===== config.mk =====
export PLATFORM = sky130hd
export DESIGN_NAME = fifo_ctrl
export DESIGN_NICKNAME = d
export VERILOG_FILES = /design/src/rtl/fifo_ctrl.sv
export SDC_FILE = /design/constraint.sdc
export NUM_CORES = 1
export LEC_CHECK = 0
export ABC_AREA = 1
export ABC_CLOCK_PERIOD_IN_PS = 6090
export BUFFER_PORTS_ARGS = -buffer_cell sky130_fd_sc_hd__buf_2
export CORE_AREA = 2 2 50 52
export CTS_CLUSTER_DIAMETER = 60
export CTS_CLUSTER_SIZE = 30
export DETAILED_ROUTE_END_ITERATION = 8
export DIE_AREA = 0 0 52 54
export GPL_TIMING_DRIVEN = 0
export PLACE_DENSITY = 0.73
export SLEW_MARGIN = 20
export SYNTH_ARGS = -nofsm -noshare
export SYNTH_HDL_FRONTEND = slang
export SYNTH_SLANG_ARGS = --single-unit
export TNS_END_PERCENT = 30

===== constraint.sdc =====
create_clock -name clk -period 6.09 [get_ports clk]
set_input_delay 0.3045 -clock clk [delete_from_list [all_inputs] [get_ports clk]]
set_output_delay 0.3045 -clock clk [all_outputs]
set_load 0.01 [all_outputs]

===== src/rtl/fifo_ctrl.sv =====
// -----------------------------------------------------------------------------
// fifo_ctrl
// Pointer and flag controller for a synchronous FIFO. It accepts write and read
// requests and gates them against full and empty. It advances wrap-extended
// pointers, drives the storage RAM address/enable lines, and reports occupancy,
// status flags and sticky overflow/underflow errors.
//
// Ports
//   clk       in   rising-edge clock
//   rst_n     in   asynchronous active-low reset
//   wr_req    in   producer write request
//   rd_req    in   consumer read request
//   clr       in   synchronous flush (empties FIFO, clears errors)
//   wr_en     out  RAM write strobe (accepted write)
//   rd_en     out  RAM read strobe (accepted read)
//   waddr     out  RAM write address [ADDR_W-1:0]
//   raddr     out  RAM read address  [ADDR_W-1:0]
//   rd_valid  out  RAM read data valid (rd_en delayed one cycle)
//   count     out  occupancy 0..DEPTH [ADDR_W:0]
//   empty     out  count == 0
//   full      out  count == DEPTH
//   ae_flag   out  count <= AE_THRESH
//   af_flag   out  count >= AF_THRESH
//   ovf       out  sticky: write requested while full
//   udf       out  sticky: read requested while empty
// -----------------------------------------------------------------------------
module fifo_ctrl #(
  parameter int ADDR_W    = 4,
  parameter int AE_THRESH = 4,
  parameter int AF_THRESH = 12
) (
  input  logic              clk,
  input  logic              rst_n,
  input  logic              wr_req,
  input  logic              rd_req,
  input  logic              clr,
  output logic              wr_en,
  output logic              rd_en,
  output logic [ADDR_W-1:0] waddr,
  output logic [ADDR_W-1:0] raddr,
  output logic              rd_valid,
  output logic [ADDR_W:0]   count,
  output logic              empty,
  output logic              full,
  output logic              ae_flag,
  output logic              af_flag,
  output logic              ovf,
  output logic              udf
);

  // Thresholds reduced to the occupancy width so that every compare is
  // same-width. DEPTH itself needs the extra wrap bit.
  localparam logic [ADDR_W:0] DEPTH_C = {1'b1, {ADDR_W{1'b0}}};
  localparam logic [ADDR_W:0] AE_C    = AE_THRESH[ADDR_W:0];
  localparam logic [ADDR_W:0] AF_C    = AF_THRESH[ADDR_W:0];

  // Registered state
  logic [ADDR_W:0] wptr_q, wptr_d;
  logic [ADDR_W:0] rptr_q, rptr_d;
  logic [ADDR_W:0] count_q, count_d;
  logic            empty_q, empty_d;
  logic            full_q, full_d;
  logic            ae_q, ae_d;
  logic            af_q, af_d;
  logic            ovf_q, ovf_d;
  logic            udf_q, udf_d;
  logic            rd_valid_q, rd_valid_d;

  // Accept gating. It uses only registered flags, so a read at full cannot
  // free space for a write in the same cycle, and a write at empty cannot
  // fall through to a read.
  logic wr_acc;
  logic rd_acc;

  always_comb begin
    wr_acc = wr_req & ~full_q  & ~clr;
    rd_acc = rd_req & ~empty_q & ~clr;
  end

  // Next-state logic. The flags come from the next-state pointers, so they
  // update on the same edge as the pointers.
  always_comb begin
    wptr_d     = wptr_q;
    rptr_d     = rptr_q;
    ovf_d      = ovf_q;
    udf_d      = udf_q;
    rd_valid_d = 1'b0;

    if (clr) begin
      wptr_d     = '0;
      rptr_d     = '0;
      ovf_d      = 1'b0;
      udf_d      = 1'b0;
      rd_valid_d = 1'b0;
    end else begin
      wptr_d     = wptr_q + {{ADDR_W{1'b0}}, wr_acc};
      rptr_d     = rptr_q + {{ADDR_W{1'b0}}, rd_acc};
      // Errors look at the registered flags: a refused request is the event.
      ovf_d      = ovf_q | (wr_req & full_q);
      udf_d      = udf_q | (rd_req & empty_q);
      rd_valid_d = rd_acc;
    end

    // The modulo 2**(ADDR_W+1) subtraction gives the occupancy directly,
    // because both pointers carry a wrap bit.
    count_d = wptr_d - rptr_d;
    // Pointers fully equal means empty. Equal address bits with differing
    // wrap bits means full.
    empty_d = (wptr_d == rptr_d);
    full_d  = (wptr_d[ADDR_W-1:0] == rptr_d[ADDR_W-1:0]) &&
              (wptr_d[ADDR_W] != rptr_d[ADDR_W]);
    ae_d    = (count_d <= AE_C);
    af_d    = (count_d >= AF_C);
  end

  always_ff @(posedge clk or negedge rst_n) begin
    if (!rst_n) begin
      wptr_q     <= '0;
      rptr_q     <= '0;
      count_q    <= '0;
      empty_q    <= 1'b1;
      full_q     <= 1'b0;
      ae_q       <= 1'b1;
      af_q       <= 1'b0;
      ovf_q      <= 1'b0;
      udf_q      <= 1'b0;
      rd_valid_q <= 1'b0;
    end else begin
      wptr_q     <= wptr_d;
      rptr_q     <= rptr_d;
      count_q    <= count_d;
      empty_q    <= empty_d;
      full_q     <= full_d;
      ae_q       <= ae_d;
      af_q       <= af_d;
      ovf_q      <= ovf_d;
      udf_q      <= udf_d;
      rd_valid_q <= rd_valid_d;
    end
  end

  // Output mapping
  always_comb begin
    wr_en    = wr_acc;
    rd_en    = rd_acc;
    waddr    = wptr_q[ADDR_W-1:0];
    raddr    = rptr_q[ADDR_W-1:0];
    rd_valid = rd_valid_q;
    count    = count_q;
    empty    = empty_q;
    full     = full_q;
    ae_flag  = ae_q;
    af_flag  = af_q;
    ovf      = ovf_q;
    udf      = udf_q;
  end

  // Keep the occupancy register consistent with the depth bound.
  // The check is not part of the synthesized logic.
  logic unused_depth_ok;
  assign unused_depth_ok = (count_q <= DEPTH_C);

endmodule


==> results.py, run 1 <==
metrics = {
    "placed_design": {
        "gp_congestion": 0.824,
        "dp.cells": 170,
        "dpl_cell_area_um2": 1300,
        "hpwl_mm": 1.58,
        "portBuffers": 25,
    },
    "routing": {
        "via_per_inst": 4.82,
        "drt_pass1_iterations": 4,
        "wl_met1_um": 884,
        "top_layer_used": "met4",
        "met2RoutedLength_um": 983,
        "drtIter0Drc": 17,
        "antenna_left": 0,
        "dr_wl_met3_um": 89,
        "drcViolationCount": 0,
        "routed_wl_mm": 2.02,
        "wl_per_cell_um": 11.5,
        "num_vias": 844,
    },
    "critical_path": {
        "endpoint_kind": "flop",
        "regToRegEndpoint": "ae_flag$_DFF_PN1_",
        "r2r_slack_ns": 3.59,
        "worstSetupPathType": "reg -> reg",
        "worstPathMaxFanout": 5,
        "max_stage_delay_ns": 0.56,
        "crit_path_cell_trace": "nor2_1 -> ha_1 -> ha_1 -> nand2_1 -> inv_1 -> nor3_1 -> inv_1 -> ha_1 -> a21oi_1 -> nand2_1 -> xor2_1 -> nand2b_1 -> nor2_2",
        "crit_slowest_cell": "dfstp_2",
        "crit_arrival_ns": 2.75,
        "critical-path-top-delay-family": "adder cells",
        "reg2reg_from": "empty$_DFF_PN1_",
        "critPathRequiredTime_ns": 6.34,
        "reg2reg_depth": 13,
        "start_kind": "flop",
        "cp_common_cell": "ha_1",
        "cp.buffers_inverters": 2,
    },
    "sta": {
        "setup_viol": 0,
        "slew_viol_final": 0,
        "hold_violations": 0,
        "post-route-period-util": 0.411,
        "grt_setup_unrepaired": "no",
        "slew_headroom": 0.692,
        "period_minus_slack_ns": 2.50,
        "max_freq_mhz": 400,
        "max_slew.worst_pin.slew_ns": 0.463,
        "finalClockSkew_ns": 0.00784,
        "fin_setup_tns_ns": 0,
    },
    "synthesis": {
        "syn_area_um2": 1140,
        "synth_flop_cell": "dfrtp_1",
        "ys_ff_latch": 22,
        "async_reset_ff_frac": 1.00,
        "yosysSeqAreaShare": 0.487,
        "syn_avg_cell_area_um2": 9.88,
        "synth_cell_types": 25,
        "ys.warnings.count": 0,
        "syn-num-nets": 129,
        "synth_edf_count": 0,
        "syn_inst": 115,
    },
    "global_routing": {
        "antenna_found_initial": 0,
        "grt_max_degree": 23,
        "grt_pass1_vias": 779,
        "grt_pass1_wl_mm": 3.24,
        "gr-total-overflow": 0,
        "grt_use_total": 0.160,
    },
    "floorplanning": {
        "die_width_um": 52,
        "initial_core_util": 0.490,
        "rows": 18,
        "die_h_um": 54,
        "core_region_area_um2": 2320,
        "io_pins": 27,
        "die_area_um2": 2810,
    },
    "hold_path": {
        "hp-start": "clr",
        "min_path_cells": 2,
        "hp-class": "in -> reg",
        "min_to": "ovf$_DFF_PN0_",
    },
    "layout": {
        "nNetsFinal": 160,
        "fillerInstances": 214,
        "drive_gt1_frac": 0.352,
        "syn2layout_area_growth_pct": 17.5,
        "n_antenna_cell": 0,
        "instances_no_fill": 175,
        "fin_area_um2": 1340,
        "post-route-util": 0.576,
    },
    "clock_network": {
        "cts-resized-gates": 0,
        "clock_latency_ns": 0.30,
        "cts_tree": "yes",
        "cts_setup_buffers": 0,
        "cts_max_level": 1,
        "cts_buffers": 3,
        "path_clk_slew_ns": 0.11,
        "clockBufferDepth": 2,
        "cts-root-buf": "clkbuf_4",
        "cts_hold_buffers": 1,
        "cts_sinks": 22,
    },
    "job": {
        "cap_violations": 0,
    },
    "pwr": {
        "p_leak_uw": 0.000764,
        "ir_drop_uv": 176,
        "powerDensity_nw_per_um2": 202,
    },
    "run_status": {
        "outcome": "finished, final reports clean",
    },
}
## per-stage QoR
step | worst slack (ns) | hold slack (ns) | total power (uW)
floorplan | 3.60 | 0.00891 | 189
global placement | 3.59 | 0.284 | 206
detailed placement | 3.53 | 0.288 | 207
CTS | 3.58 | 0.207 | 272
global route | 3.44 | 0.197 | 284
finish | 3.59 | 0.200 | 270
## cells in the mapped netlist (2+ instances only)
cell type   n  area share
dfrtp_1    20        0.44
inv_1      14       0.046
nand2_1    12       0.040
nor2_1     11       0.036
buf_4       8       0.053
ha_1        8       0.088
nand3_1     8       0.035
a21oi_1     6       0.026
nand2_2     5       0.028
nand4_1     3       0.017
xor2_1      3       0.023
dfstp_2     2       0.046
nand3_2     2       0.018
nor2_4      2       0.020
## placed cells by master (no fill, tap or decap), drive strengths merged
cell	count
nand2b	1
xnor2	1
a21oi	6
nor2	14
fa	1
nor3b	1
nand3	10
a21o	2
nand2	17
dlygate4sd3	1
xor2	3
clkbuf	4
ha	8
inv	14
buf	34
dfstp	2
nand4	3
dfrtp	20
clkinv	1
o21ai	1
nor3	1
## cell type report
class / instances / area [um^2] / share of cell area
Sequential cell: 22 / 553 / 0.414
Buffer: 9 / 71.3 / 0.0534
Clock buffer: 4 / 26.3 / 0.0197
Timing Repair Buffer: 26 / 135 / 0.101
Inverter: 15 / 61.3 / 0.0459
Multi-Input combinational cell: 69 / 450 / 0.337
Tap cell: 30 / 37.5 / 0.0281
## worst max-delay path by stage
stage                    start  slack (ns)                 to  depth (start not counted)
2_1_floorplan              clr        3.60  af_flag$_DFF_PN0_                         11
3_3_place_gp               clr        3.59  ae_flag$_DFF_PN1_                         15
3_5_place_dp               clr        3.53  ae_flag$_DFF_PN1_                         16
4_1_cts        empty$_DFF_PN1_        3.58  ae_flag$_DFF_PN1_                         13
5_1_grt        empty$_DFF_PN1_        3.44  ae_flag$_DFF_PN1_                         13
6_report       empty$_DFF_PN1_        3.59  ae_flag$_DFF_PN1_                         13
## where the power goes
group	internal, uW	total, uW	switching (uW)
logic	18.4	43.4	25.0
clock network	25.6	66.0	40.4
registers	157	161	3.75
## state kept, by name, summed over array words and instances, names as in the netlist
register	count
wptr_q	5
rd_valid	1
udf	1
count	5
ovf	1
full	1
af_flag	1
ae_flag	1
empty	1
rptr_q	5
## kinds of logic after synthesis
kind of cell / synth area share
AND/OR/NAND/NOR: 0.215
buffers and inverters: 0.117
flip-flops: 0.487
AO/OA/AOI/OAI: 0.0452
adder cells (fa/ha/maj): 0.106
XOR/XNOR: 0.0308
## per-layer routing
metal  up-vias  GRT usage
met1       390      0.206
met2        25      0.266
met3         9     0.0167
met5         -          0
met4         0     0.0877
li1        420          -
(Power assumes the default switching activity.)
==> run 2, diff against run 1 <==
==> config.mk (replaced) <==
export PLATFORM = sky130hd
export DESIGN_NAME = fifo_ctrl
export DESIGN_NICKNAME = d
export VERILOG_FILES = /design/src/rtl/fifo_ctrl.sv
export SDC_FILE = /design/constraint.sdc
export NUM_CORES = 1
export LEC_CHECK = 0
export ABC_AREA = 0
export ABC_CLOCK_PERIOD_IN_PS = 2300
export BUFFER_PORTS_ARGS = -buffer_cell sky130_fd_sc_hd__buf_2
export CORE_AREA = 2 2 52 54
export CTS_CLUSTER_DIAMETER = 60
export CTS_CLUSTER_SIZE = 30
export DETAILED_ROUTE_END_ITERATION = 8
export DIE_AREA = 0 0 54 56
export GPL_TIMING_DRIVEN = 0
export PLACE_DENSITY = 0.68
export SLEW_MARGIN = 20
export SYNTH_ARGS = -nofsm -noshare
export SYNTH_HDL_FRONTEND = slang
export SYNTH_SLANG_ARGS = --single-unit
export TNS_END_PERCENT = 30
==> constraint.sdc (replaced) <==
create_clock -name clk -period 2.3 [get_ports clk]
set_input_delay 0.115 -clock clk [delete_from_list [all_inputs] [get_ports clk]]
set_output_delay 0.115 -clock clk [all_outputs]
set_load 0.01 [all_outputs]
==> results.py, run 2 <==
metrics = {
    "run_status": {
        "outcome": "complete, but fails checks",
        "violations": "negative setup slack",
    },
    "hold_path": {
        "hp-class": "in -> reg",
    },
    "clock_network": {
        "cts_buffers": 3,
        "clockBufferDepth": 2,
        "cts_tree": "yes",
        "cts_max_level": 1,
        "clock_latency_ns": 0.30,
        "path_clk_slew_ns": 0.12,
        "cts_sinks": 22,
        "cts-root-buf": "clkbuf_4",
    },
    "global_routing": {
        "gr-total-overflow": 0,
        "grt_max_degree": 23,
        "grt_use_total": 0.137,
        "antenna_found_initial": 0,
        "grt_pass1_wl_mm": 3.02,
        "grt_pass1_vias": 718,
    },
    "floorplanning": {
        "core_region_area_um2": 2430,
        "die_area_um2": 3020,
        "rows": 18,
        "die_width_um": 54,
        "io_pins": 27,
        "initial_core_util": 0.444,
        "die_h_um": 56,
    },
    "placed_design": {
        "portBuffers": 26,
        "dpl_cell_area_um2": 1270,
        "gp_congestion": 0.716,
        "hpwl_mm": 1.40,
        "dp.cells": 147,
    },
    "synthesis": {
        "syn-num-nets": 105,
        "synth_cell_types": 27,
        "synth_common_cells": "dfrtp_1, buf_4, ha_1",
        "synth_edf_count": 0,
        "syn_area_um2": 1080,
        "synth_area_leaders": "dfrtp_1, ha_1, buf_4",
        "ys.warnings.count": 0,
        "ys_ff_latch": 22,
        "yosysTopAreaCellShare": 0.463,
        "synth_top_area_cell": "dfrtp_1",
        "async_reset_ff_frac": 1.00,
        "yosysSeqAreaShare": 0.512,
        "synth_flop_cell": "dfrtp_1",
        "syn_avg_cell_area_um2": 11.9,
        "yosysMostFrequentCell": "dfrtp_1",
        "syn_inst": 91,
    },
    "critical_path": {
        "max_stage_delay_ns": 0.56,
        "crit_arrival_ns": 2.68,
        "endpoint_kind": "flop",
        "crit_slowest_cell": "dfstp_2",
        "worstSetupPathType": "reg -> reg",
        "critPathRequiredTime_ns": 2.51,
        "start_kind": "flop",
        "worstPathMaxFanout": 3,
        "cp.buffers_inverters": 0,
        "critical-path-top-delay-family": "adder cells",
        "crit_path_cell_trace": "nor3b_2 -> ha_1 -> ha_4 -> nand2b_4 -> fa_2 -> a21o_2 -> a21oi_2 -> xnor3_2 -> a21o_1",
    },
    "routing": {
        "antenna_left": 0,
        "routed_wl_mm": 1.99,
        "drt_pass1_iterations": 4,
        "num_vias": 767,
        "via_per_inst": 4.79,
        "wl_per_cell_um": 12.5,
        "drtIter0Drc": 15,
        "drcViolationCount": 0,
    },
    "layout": {
        "fin_area_um2": 1460,
        "n_antenna_cell": 0,
        "syn2layout_area_growth_pct": 34.8,
        "instances_no_fill": 160,
        "drive_gt1_frac": 0.538,
        "fillerInstances": 211,
        "reg_top3": "count x5, rptr_q x5, wptr_q x5",
        "layout_commonest_cell": "buf_2",
        "layout_common_cells": "buf_2, dfrtp_1, buf_4, inv_1, nor2_1",
        "nNetsFinal": 145,
    },
    "sta": {
        "hold_violations": 0,
        "max_freq_mhz": 405,
        "setup_viol": 3,
        "finalClockSkew_ns": 0.00253,
        "max_slew.worst_pin.slew_ns": 0.466,
        "grt_setup_unrepaired": "yes",
        "setup_slack_ns": -0.167,
        "slew_headroom": 0.689,
        "period_minus_slack_ns": 2.47,
        "post-route-period-util": 1.07,
        "slew_viol_final": 0,
    },
    "job": {
        "cap_violations": 0,
    },
    "pwr": {
        "total_power_uw": 768,
        "ir_drop_uv": 355,
        "powerDensity_nw_per_um2": 527,
        "p_leak_uw": 0.000800,
    },
}
-- run 2: changes by cell type after synthesis, sizes merged, moves of 3 or more --
| cell | delta |
|---|---|
| nor2 | -7 |
| inv | -7 |
| nand3 | -6 |
| nor3b | +3 |
| nor2b | +5 |
| nand2 | -16 |
-- run 2: power by group --
group          internal (uW)  switching (uW)  total (uW)
registers                413            8.84         422
clock network           96.6             115         212
logic                   66.3            68.0         134
-- run 2: tightest hold or removal path, stage by stage --
cell,delay (ns)
buf_2,0.08
a21oi_1,0.05
nor2_1,0.07
-- run 2: per-layer routing --
metal / GRT usage / vias up / share of wire
met3: 0.0242 / 2 / 0.050
met4: 0.0536 / 0 / 0.0060
met1: 0.162 / 376 / 0.42
li1: - / 366 / -
met5: 0 / - / 0
met2: 0.239 / 23 / 0.53
-- run 2: kinds of logic after synthesis --
logic type,count (synthesis),synth area share
and+or+nand+nor,26,0.141
muxes,2,0.0312
DFF,22,0.512
buffers and inverters,16,0.0833
adders and majority gates,9,0.111
xor gates and xnor gates,8,0.0787
AOI/OAI and AO/OA,8,0.0428
-- run 2: final timing paths --
kind	from	end	slack (ns)	cells after the start
min	wr_req	ovf$_DFF_PN0_	0.06	3
max in group asynchronous	rst_n	empty$_DFF_PN1_	1.67	2
min reg2reg	ovf$_DFF_PN0_	ovf$_DFF_PN0_	0.50	2
max	empty$_DFF_PN1_	af_flag$_DFF_PN0_	-0.17	9
min in group asynchronous	rst_n	wptr_q[3]$_DFF_PN0_	0.28	2
max reg2reg	empty$_DFF_PN1_	af_flag$_DFF_PN0_	-0.17	9
-- run 2: final cells by class --
cell class                 instances  area [um^2]  area share
sequential                        22          553       0.379
multi-input combinational         53          539       0.370
timing repair buffer              35          200       0.137
buffer                             9         65.1      0.0446
tap                               30         37.5      0.0258
clock buffer                       4         36.3      0.0249
inverter                           7         26.3      0.0180
-- run 2: repair_timing --
item	4_1_cts	5_1_grt
endpoints found under the setup margin	4	4
hold endpoints to repair	20	0
hold buffers	1	0
buffers inserted	3	5
gates resized for setup	6	7
pin swaps	4	6
-- run 2: through the flow --
stage	setup slack (ns)	utilization	setup TNS, ns	hold WS (ns)
3_3_place_gp	-0.533	0.522	-1.57	0.103
2_1_floorplan	-0.266	-	-0.618	-0.181
4_1_cts	-0.236	0.568	-0.545	0.0468
5_1_grt	-0.253	0.599	-0.781	0.0625
3_5_place_dp	-0.554	0.522	-1.65	0.108
6_report	-0.167	0.599	-0.453	0.0551
